===== config.mk =====
export PLATFORM = sky130hd
export DESIGN_NAME = ps2_host_tx
export DESIGN_NICKNAME = d
export VERILOG_FILES = /design/src/rtl/ps2_pkg.sv /design/src/rtl/ps2_line_sync.sv /design/src/rtl/ps2_host_tx.sv
export SDC_FILE = /design/constraint.sdc
export NUM_CORES = 1
export LEC_CHECK = 0
export BUFFER_PORTS_ARGS = -buffer_cell sky130_fd_sc_hd__buf_4
export CORE_ASPECT_RATIO = 1.5
export CORE_UTILIZATION = 30
export DETAILED_ROUTE_END_ITERATION = 12
export PLACE_DENSITY = 0.42
export SKIP_LAST_GASP = 1
export SLEW_MARGIN = 30
export SYNTH_ARGS = -nofsm -noshare
export SYNTH_HDL_FRONTEND = slang
export SYNTH_HIERARCHICAL = 1
export SYNTH_SLANG_ARGS = --single-unit

===== constraint.sdc =====
create_clock -name clk -period 2.44 [get_ports clk]
set_clock_uncertainty 0.15 [all_clocks]
set_input_delay 0.366 -clock clk [delete_from_list [all_inputs] [get_ports clk]]
set_output_delay 0.366 -clock clk [all_outputs]
set_load 0.01 [all_outputs]

===== src/rtl/ps2_pkg.sv =====
// Shared types and helpers for the PS/2 host transmitter.
package ps2_pkg;

    typedef enum logic [2:0] {
        IDLE,
        INHIBIT,
        RTS,
        SHIFT,
        ACK,
        WAIT_REL
    } ps2_state_t;

    localparam int unsigned PS2_FRAME_BITS = 10;
    localparam int unsigned PS2_FILTER_LEN = 8;

    function automatic int unsigned us_to_cycles(input int unsigned freq_hz,
                                                 input int unsigned us);
        return (freq_hz / 1_000_000) * us;
    endfunction

endpackage


===== src/rtl/ps2_line_sync.sv =====
// PS/2 pin synchroniser with optional 8-sample glitch filter and falling-edge strobe.
module ps2_line_sync
    import ps2_pkg::*;
#(
    parameter bit FILTER_EN = 1'b0
) (
    input  logic i_clk,
    input  logic i_rst_n,
    input  logic i_line,
    output logic o_level,
    output logic o_fall
);

    logic r_meta;
    logic r_sync;
    logic r_prev;
    logic w_level;

    always_ff @(posedge i_clk or negedge i_rst_n) begin
        if (!i_rst_n) begin
            r_meta <= 1'b1;
            r_sync <= 1'b1;
            r_prev <= 1'b1;
        end else begin
            r_meta <= i_line;
            r_sync <= r_meta;
            r_prev <= w_level;
        end
    end

    generate
        if (FILTER_EN) begin : g_filt
            logic       r_filt;
            logic [2:0] r_cnt;

            // Level flips only after PS2_FILTER_LEN consecutive disagreeing samples.
            always_ff @(posedge i_clk or negedge i_rst_n) begin
                if (!i_rst_n) begin
                    r_filt <= 1'b1;
                    r_cnt  <= '0;
                end else if (r_sync == r_filt) begin
                    r_cnt <= '0;
                end else if (r_cnt == 3'(PS2_FILTER_LEN - 1)) begin
                    r_filt <= r_sync;
                    r_cnt  <= '0;
                end else begin
                    r_cnt <= r_cnt + 3'd1;
                end
            end

            assign w_level = r_filt;
        end else begin : g_nofilt
            assign w_level = r_sync;
        end
    endgenerate

    assign o_level = w_level;
    assign o_fall  = r_prev && !w_level;

endmodule


===== src/rtl/ps2_host_tx.sv =====
// PS/2 host-to-device byte transmitter (inhibit, RTS, device-clocked shift, ack, timeout).
// Define PS2_TX_FILTER_EN to glitch-filter the PS/2 clock before edge detection.
module ps2_host_tx
    import ps2_pkg::*;
#(
    parameter int unsigned FREQ_HZ    = 25_000_000,
    parameter int unsigned INHIBIT_US = 120,
    parameter int unsigned TIMEOUT_US = 15000
) (
    input  logic       clk,
    input  logic       reset_n,
    input  logic [7:0] data_i,
    input  logic       valid_i,
    output logic       ready_o,
    output logic       done_o,
    output logic       err_o,
    output logic       tx_active_o,
    input  logic       ps2_clk_i,
    input  logic       ps2_data_i,
    output logic       ps2_clk_oe_o,
    output logic       ps2_data_oe_o
);

    localparam int unsigned INH_CYC = us_to_cycles(FREQ_HZ, INHIBIT_US);
    localparam int unsigned TO_CYC  = us_to_cycles(FREQ_HZ, TIMEOUT_US);
    localparam int unsigned INH_W   = $clog2(INH_CYC + 1);
    localparam int unsigned TO_W    = $clog2(TO_CYC + 1);
    localparam int unsigned IDX_W   = $clog2(PS2_FRAME_BITS);

`ifdef PS2_TX_FILTER_EN
    localparam bit CLK_FILTER = 1'b1;
`else
    localparam bit CLK_FILTER = 1'b0;
`endif

    ps2_state_t r_state, w_next;

    logic                      w_clk_lvl, w_clk_fall;
    logic                      w_data_lvl, w_data_fall_unused;
    logic [PS2_FRAME_BITS-1:0] r_shreg;
    logic [IDX_W-1:0]          r_bit_idx;
    logic [INH_W-1:0]          r_inh_cnt;
    logic [TO_W-1:0]           r_to_cnt;
    logic                      r_clk_oe, r_data_oe, r_done, r_err;
    logic                      w_accept, w_inh_last, w_timeout, w_done, w_err;

    ps2_line_sync #(.FILTER_EN(CLK_FILTER)) u_clk_sync (
        .i_clk   (clk),
        .i_rst_n (reset_n),
        .i_line  (ps2_clk_i),
        .o_level (w_clk_lvl),
        .o_fall  (w_clk_fall)
    );

    ps2_line_sync #(.FILTER_EN(1'b0)) u_data_sync (
        .i_clk   (clk),
        .i_rst_n (reset_n),
        .i_line  (ps2_data_i),
        .o_level (w_data_lvl),
        .o_fall  (w_data_fall_unused)
    );

    assign ready_o       = (r_state == IDLE) && !r_done && !r_err;
    assign tx_active_o   = (r_state != IDLE);
    assign done_o        = r_done;
    assign err_o         = r_err;
    assign ps2_clk_oe_o  = r_clk_oe;
    assign ps2_data_oe_o = r_data_oe;
    assign w_accept      = valid_i && ready_o;
    assign w_inh_last    = (r_inh_cnt == INH_W'(INH_CYC - 1));

    always_ff @(posedge clk or negedge reset_n) begin
        if (!reset_n) r_state <= IDLE;
        else          r_state <= w_next;
    end

    always_comb begin
        w_next    = r_state;
        w_done    = 1'b0;
        w_err     = 1'b0;
        w_timeout = (r_state inside {RTS, SHIFT, ACK, WAIT_REL}) &&
                    (r_to_cnt == TO_W'(TO_CYC - 1));
        case (r_state)
            IDLE:     if (w_accept) w_next = INHIBIT;
            INHIBIT:  if (w_inh_last) w_next = RTS;
            RTS:      w_next = SHIFT;
            SHIFT:    if (w_clk_fall && r_bit_idx == IDX_W'(PS2_FRAME_BITS - 1)) w_next = ACK;
            ACK: begin
                if (w_clk_fall) begin
                    if (w_data_lvl) begin
                        w_err  = 1'b1;
                        w_next = IDLE;
                    end else begin
                        w_next = WAIT_REL;
                    end
                end
            end
            WAIT_REL: begin
                if (w_clk_lvl && w_data_lvl) begin
                    w_done = 1'b1;
                    w_next = IDLE;
                end
            end
            default:  w_next = IDLE;
        endcase
        // Timeout overrides any ack outcome decided in the same cycle.
        if (w_timeout) begin
            w_next = IDLE;
            w_done = 1'b0;
            w_err  = 1'b1;
        end
    end

    always_ff @(posedge clk or negedge reset_n) begin
        if (!reset_n) begin
            r_shreg   <= '0;
            r_bit_idx <= '0;
            r_inh_cnt <= '0;
            r_to_cnt  <= '0;
            r_clk_oe  <= 1'b0;
            r_data_oe <= 1'b0;
            r_done    <= 1'b0;
            r_err     <= 1'b0;
        end else begin
            r_done <= w_done;
            r_err  <= w_err;
            case (r_state)
                IDLE: begin
                    if (w_accept) begin
                        r_shreg   <= {1'b1, ~^data_i, data_i};
                        r_bit_idx <= '0;
                        r_inh_cnt <= '0;
                        r_clk_oe  <= 1'b1;
                        r_data_oe <= 1'b0;
                    end
                end
                INHIBIT: begin
                    r_inh_cnt <= r_inh_cnt + INH_W'(1);
                    if (r_inh_cnt == INH_W'(INH_CYC - 2)) r_data_oe <= 1'b1;
                    if (w_inh_last) begin
                        r_clk_oe <= 1'b0;
                        r_to_cnt <= '0;
                    end
                end
                default: begin
                    r_to_cnt <= r_to_cnt + TO_W'(1);
                    if (r_state == SHIFT && w_clk_fall) begin
                        r_data_oe <= ~r_shreg[0];
                        r_shreg   <= {1'b0, r_shreg[PS2_FRAME_BITS-1:1]};
                        r_bit_idx <= r_bit_idx + IDX_W'(1);
                    end
                end
            endcase
            // Every return to IDLE (done, nack, timeout) releases both lines.
            if (w_next == IDLE) begin
                r_clk_oe  <= 1'b0;
                r_data_oe <= 1'b0;
            end
        end
    end

endmodule

Yosys cells after proc, flatten, opt, wreduce, memory -nomap -nowiden
Cells that the tools add are included.

Flip-flop bits (word level): 57. Output and inout port bits: 6.

Multiplexer cells: 34. Bitwise gates (word level): 3. Add/subtract/negate cells: 3. Equality and inequality tests: 14. Reductions and logical operators: 25.

Operator list (count): $pmux W19 S2 (1); $eq A12 B12 Y1 const B (2); $pmux W12 S2 (1); $mux W3 (7); $mux W10 (2); $pmux W10 S2 (1); $add A19 B1 Y19 const B (1); $eq A19 B19 Y1 const B (1); $mux W19 (1); $pmux W3 S6 (1); $mux W1 (14); $add A12 B1 Y12 const B (1); $mux W12 (1); $reduce_and A3 Y1 (3); $logic_and A1 B1 Y1 (8); $mux W4 (2); $pmux W4 S2 (1); $reduce_bool A4 Y1 (2); $reduce_xnor A8 Y1 (1); $eq A3 B2 Y1 const B (2); $eq A3 B3 Y1 const B (2); $logic_not A3 Y1 (2); $ne A3 B3 Y1 const B (2); $reduce_bool A3 Y1 (2); other kinds (10) (18).

Logic depth before layout (Yosys ltp)
Depth in word-level cells: 10. Depth in mapped cells: 8.

Hierarchy
The synthesis kept the hierarchy.

By module, submodules not included: ps2_host_tx (cells each 313, instances 1, seq. area each 1301.2 µm², area an instance 3055.4 µm²); ps2_line_sync (cells each 4, instances 2, seq. area each 78.8 µm², area an instance 92.6 µm²).

Worst setup path before layout
OpenSTA, ideal clock, no wires.

Kind: reg-to-reg. Start point: reg r_inh_cnt[0]. End point: reg r_to_cnt[14]. Slack: 0.420 ns. Stages on the path, launching flop included: 7. Clock period less this slack: 2.020 ns. Arrival: 1.797 ns. Cell sequence: dfrtp_1 > ha_1 > and4b_4 > o211ai_4 > buf_6 > or4_4 > a21oi_2.

Word-level cells in the longest chain between the ends: 3.

Ends and longest elaborated chain: start: declaration (line ps2_host_tx.sv:42) `logic [INH_W-1:0] r_inh_cnt;`; start signal: assignment (line ps2_host_tx.sv:138) `r_inh_cnt <= r_inh_cnt + INH_W'(1);`; $eq A12 B12 Y1 (line ps2_host_tx.sv:70) `assign w_inh_last = (r_inh_cnt == INH_W'(INH_CYC - 1));`; $ne A2 B2 Y1 (no line); $reduce_and A2 Y1 (no line); end signal: assignment (line ps2_host_tx.sv:146) `r_to_cnt <= r_to_cnt + TO_W'(1);`; end: declaration (line ps2_host_tx.sv:43) `logic [TO_W-1:0] r_to_cnt;`.

Every way passes these cells. A chain may end at the register's enable or synchronous reset.

Final worst setup path
Start point: reg r_state[1]. End point: reg r_state[2].

Word-level cells in the longest chain between the ends: 7. Elaborated cells on any way between the ends: 14.

Ends and longest elaborated chain: start: declaration (line ps2_host_tx.sv:36) `ps2_state_t r_state, w_next;`; start signal: assignment (line ps2_host_tx.sv:74) `else r_state <= w_next;`; $logic_not A3 Y1 (line ps2_host_tx.sv:63, ps2_host_tx.sv:83); $logic_and A1 B1 Y1 (2 in a row) (line ps2_host_tx.sv:63) `assign ready_o = (r_state == IDLE) && !r_done && !r_err;`; $logic_and A1 B1 Y1 (line ps2_host_tx.sv:69) `assign w_accept = valid_i && ready_o;`; $mux W3 (line ps2_host_tx.sv:84) `IDLE: if (w_accept) w_next = INHIBIT;`; $pmux W3 S6 (line ps2_host_tx.sv:83) `case (r_state)`; $mux W3 * (line ps2_host_tx.sv:107) `if (w_timeout) begin`; named net w_next[2] (line ps2_host_tx.sv:36).

The timed path passes the listed nets; every way through them passes the cells marked *.

==> metrics.csv <==
metric;value;unit
Global Route Usage Sum;15.23;%
CP max stage delay;0.59;ns
root buffer cell;clkbuf_16;
clock buffer depth;2;
sequential fraction of design power;43.7;%
Num CTS Buffers;9;
GR Overflow Total;0;
Finished Cell Area;3787;um2
Residual DRC;0;
# Post-CTS Setup Buffers;0;
CP Cell Sequence;inv_1 > ha_1 > nor4b_1 > nand4_1 > o21ai_0 > nor2_1;
Worst Tran Pin Value;0.7521;ns
clock power share;53.2;%
commonest non-fill, non-tap cells in the layout;52 x dfrtp_1, 28 x nand2_1, 28 x buf_4;
P_leak;1.597;nW
Post-DP HPWL;5.328;mm
Max Clock Freq;440.8;MHz
Syn Inst Count;319;
H-Tree Level Count;3;
GP Congestion;0.7643;
CP Data Required Time;2.49;ns
Initial DRT Pass Iterations;4;
CP Launch Type;flip-flop;
VDD IR-drop max;336.2;uV
die extent in x;86.34;um
Clock Latency Late Sink;0.33;ns
die area;11090;um2
final worst path period share;92.98;%
ratio of cells with drive above 1 in the final layout;19.14;%
# nets final;365;
worst hold path class;input port to flip-flop;
Rel. slew slack;49.86;%
Layout area overhead;18.33;%
IO Count;19;
Critical Setup Path Class;flip-flop to flip-flop;
RSZ-0062 raised after global routing;false;
DR vias/cell;5.275;
num rows;45;
initial detailed-routing violation count;118;
worst-path cell with the longest stage delay;dfrtp_1;
Post-Syn Area;3201;um2
vias in the first global route;2554;
Post-DRT Antenna Nets;0;
Core ar.;10250;um2
clock slew at reported path FFs;0.05;ns
most common cell after layout, fill and taps aside;dfrtp_1;
CTS tree;yes;
P_int;1.723;mW
Die Ht;128.5;um
Sw Pwr;0.4703;mW
combinational share of power;3.1;%
diode count;0;
Synth warnings;6;
routed wire length;7.573;mm
MaxCap Viol Count;0;
WL/cell;15.42;um
setup TNS;0;ns
IO Port Bufs;18;
P per Cell Area;579.1;nW/um2
dpl cell area;3477;um2
vias;2590;
Final Hold Vio Count;0;
Slew Viols, Final;0;
global-route wire length before repair;12.99;mm
Switching Fraction;21.44;%
antenna violations before repair;0;
pin count of the biggest net entering global routing;58;
minimum clock period;2.269;ns
Net Count, Synth;339;
endpoints failing setup;0;
Mapped Avg Cell Area;10.03;um2
Critical Path AT;2.32;ns
status;finished, final reports clean;
# clock sinks;57;
CP max FO;12;
Initial Utilization;31.23;%
Worst Setup End Kind;flip-flop;
[power groups by stage]
stage	sequential [mW]	combinational, mW	clock (mW)
after floorplan	0.973	0.0241	0
after global placement	0.974	0.0677	0
after detailed placement	0.974	0.0675	0
after CTS	0.958	0.0720	1.20
after global routing	0.957	0.0783	1.24
final	0.958	0.0688	1.17
[repair_timing]
item                                    in CTS  in global routing
gates resized for setup                      0                  1
hold buffers                                 3                  0
endpoints found under the setup margin       0                  2
endpoints found under the hold margin        5                  0
[worst paths after layout]
check	start	endpoint	slack [ns]	cells past startpoint
hold / removal	data_i[2]	r_shreg[2]	0.20	3
setup / recovery	r_state[1]	r_state[2]	0.17	6
max in group asynchronous	reset_n	r_inh_cnt[1]	1.14	2
min in group asynchronous	reset_n	r_shreg[2]	0.50	2
setup reg to reg	r_state[1]	r_state[2]	0.17	6
hold reg to reg	u_data_sync/r_meta	u_data_sync/o_level	0.20	0
[registers in the layout, summed over array words and instances (netlist names)]
register / count
u_data_sync/o_level: 1
u_clk_sync/r_prev: 1
u_clk_sync/o_level: 1
err_o: 1
r_state: 3
done_o: 1
r_to_cnt: 19
ps2_data_oe_o: 1
u_clk_sync/r_meta: 1
u_data_sync/r_meta: 1
ps2_clk_oe_o: 1
r_shreg: 10
r_inh_cnt: 12
r_bit_idx: 4
[metrics by stage]
stage / utilization, % / power, mW / setup slack [ns] / cells / hold WS, ns
final: 36.96 / 2.193 / 0.1712 / 491 / 0.1995
after global routing: 36.96 / 2.278 / 0.02497 / 491 / 0.2092
after CTS: 36.91 / 2.226 / 0.06263 / 491 / 0.2053
after detailed placement: 33.93 / 1.041 / 0.2118 / 472 / 0.1991
after global placement: 33.93 / 1.041 / 0.2642 / 472 / 0.1979
after floorplan: - / 0.9968 / 0.4202 / 319 / -0.07959
[area by class of cell]
cell class                      count  area [um2]
Sequential cell                    57        1433
Clock buffer                       13       260.3
Timing Repair Buffer               32       260.3
Tap cell                          141       176.4
Inverter                            8       30.03
Clock inverter                      3       15.01
Multi-Input combinational cell    237        1613
Fill cell                        1081        6460
[critical path: cells and delay by family (launching register included)]
| kind | cells | cell delay, ns |
|---|---|---|
| adders and majority gates | 1 | 0.32 |
| and+or+nand+nor | 3 | 0.55 |
| DFF | 1 | 0.59 |
| buffers and inverters | 1 | 0.15 |
| AOI/OAI and AO/OA | 1 | 0.38 |
[routing by layer]
metal,vias to the layer above,routed length (um),GRT usage (%)
met3,10,198,2.694
met2,34,3763,25.58
met1,1279,3444,18.64
met5,-,0,0
met4,0,167,7.647
li1,1267,-,-
No activity file was read; power rests on OpenSTA's default activity.
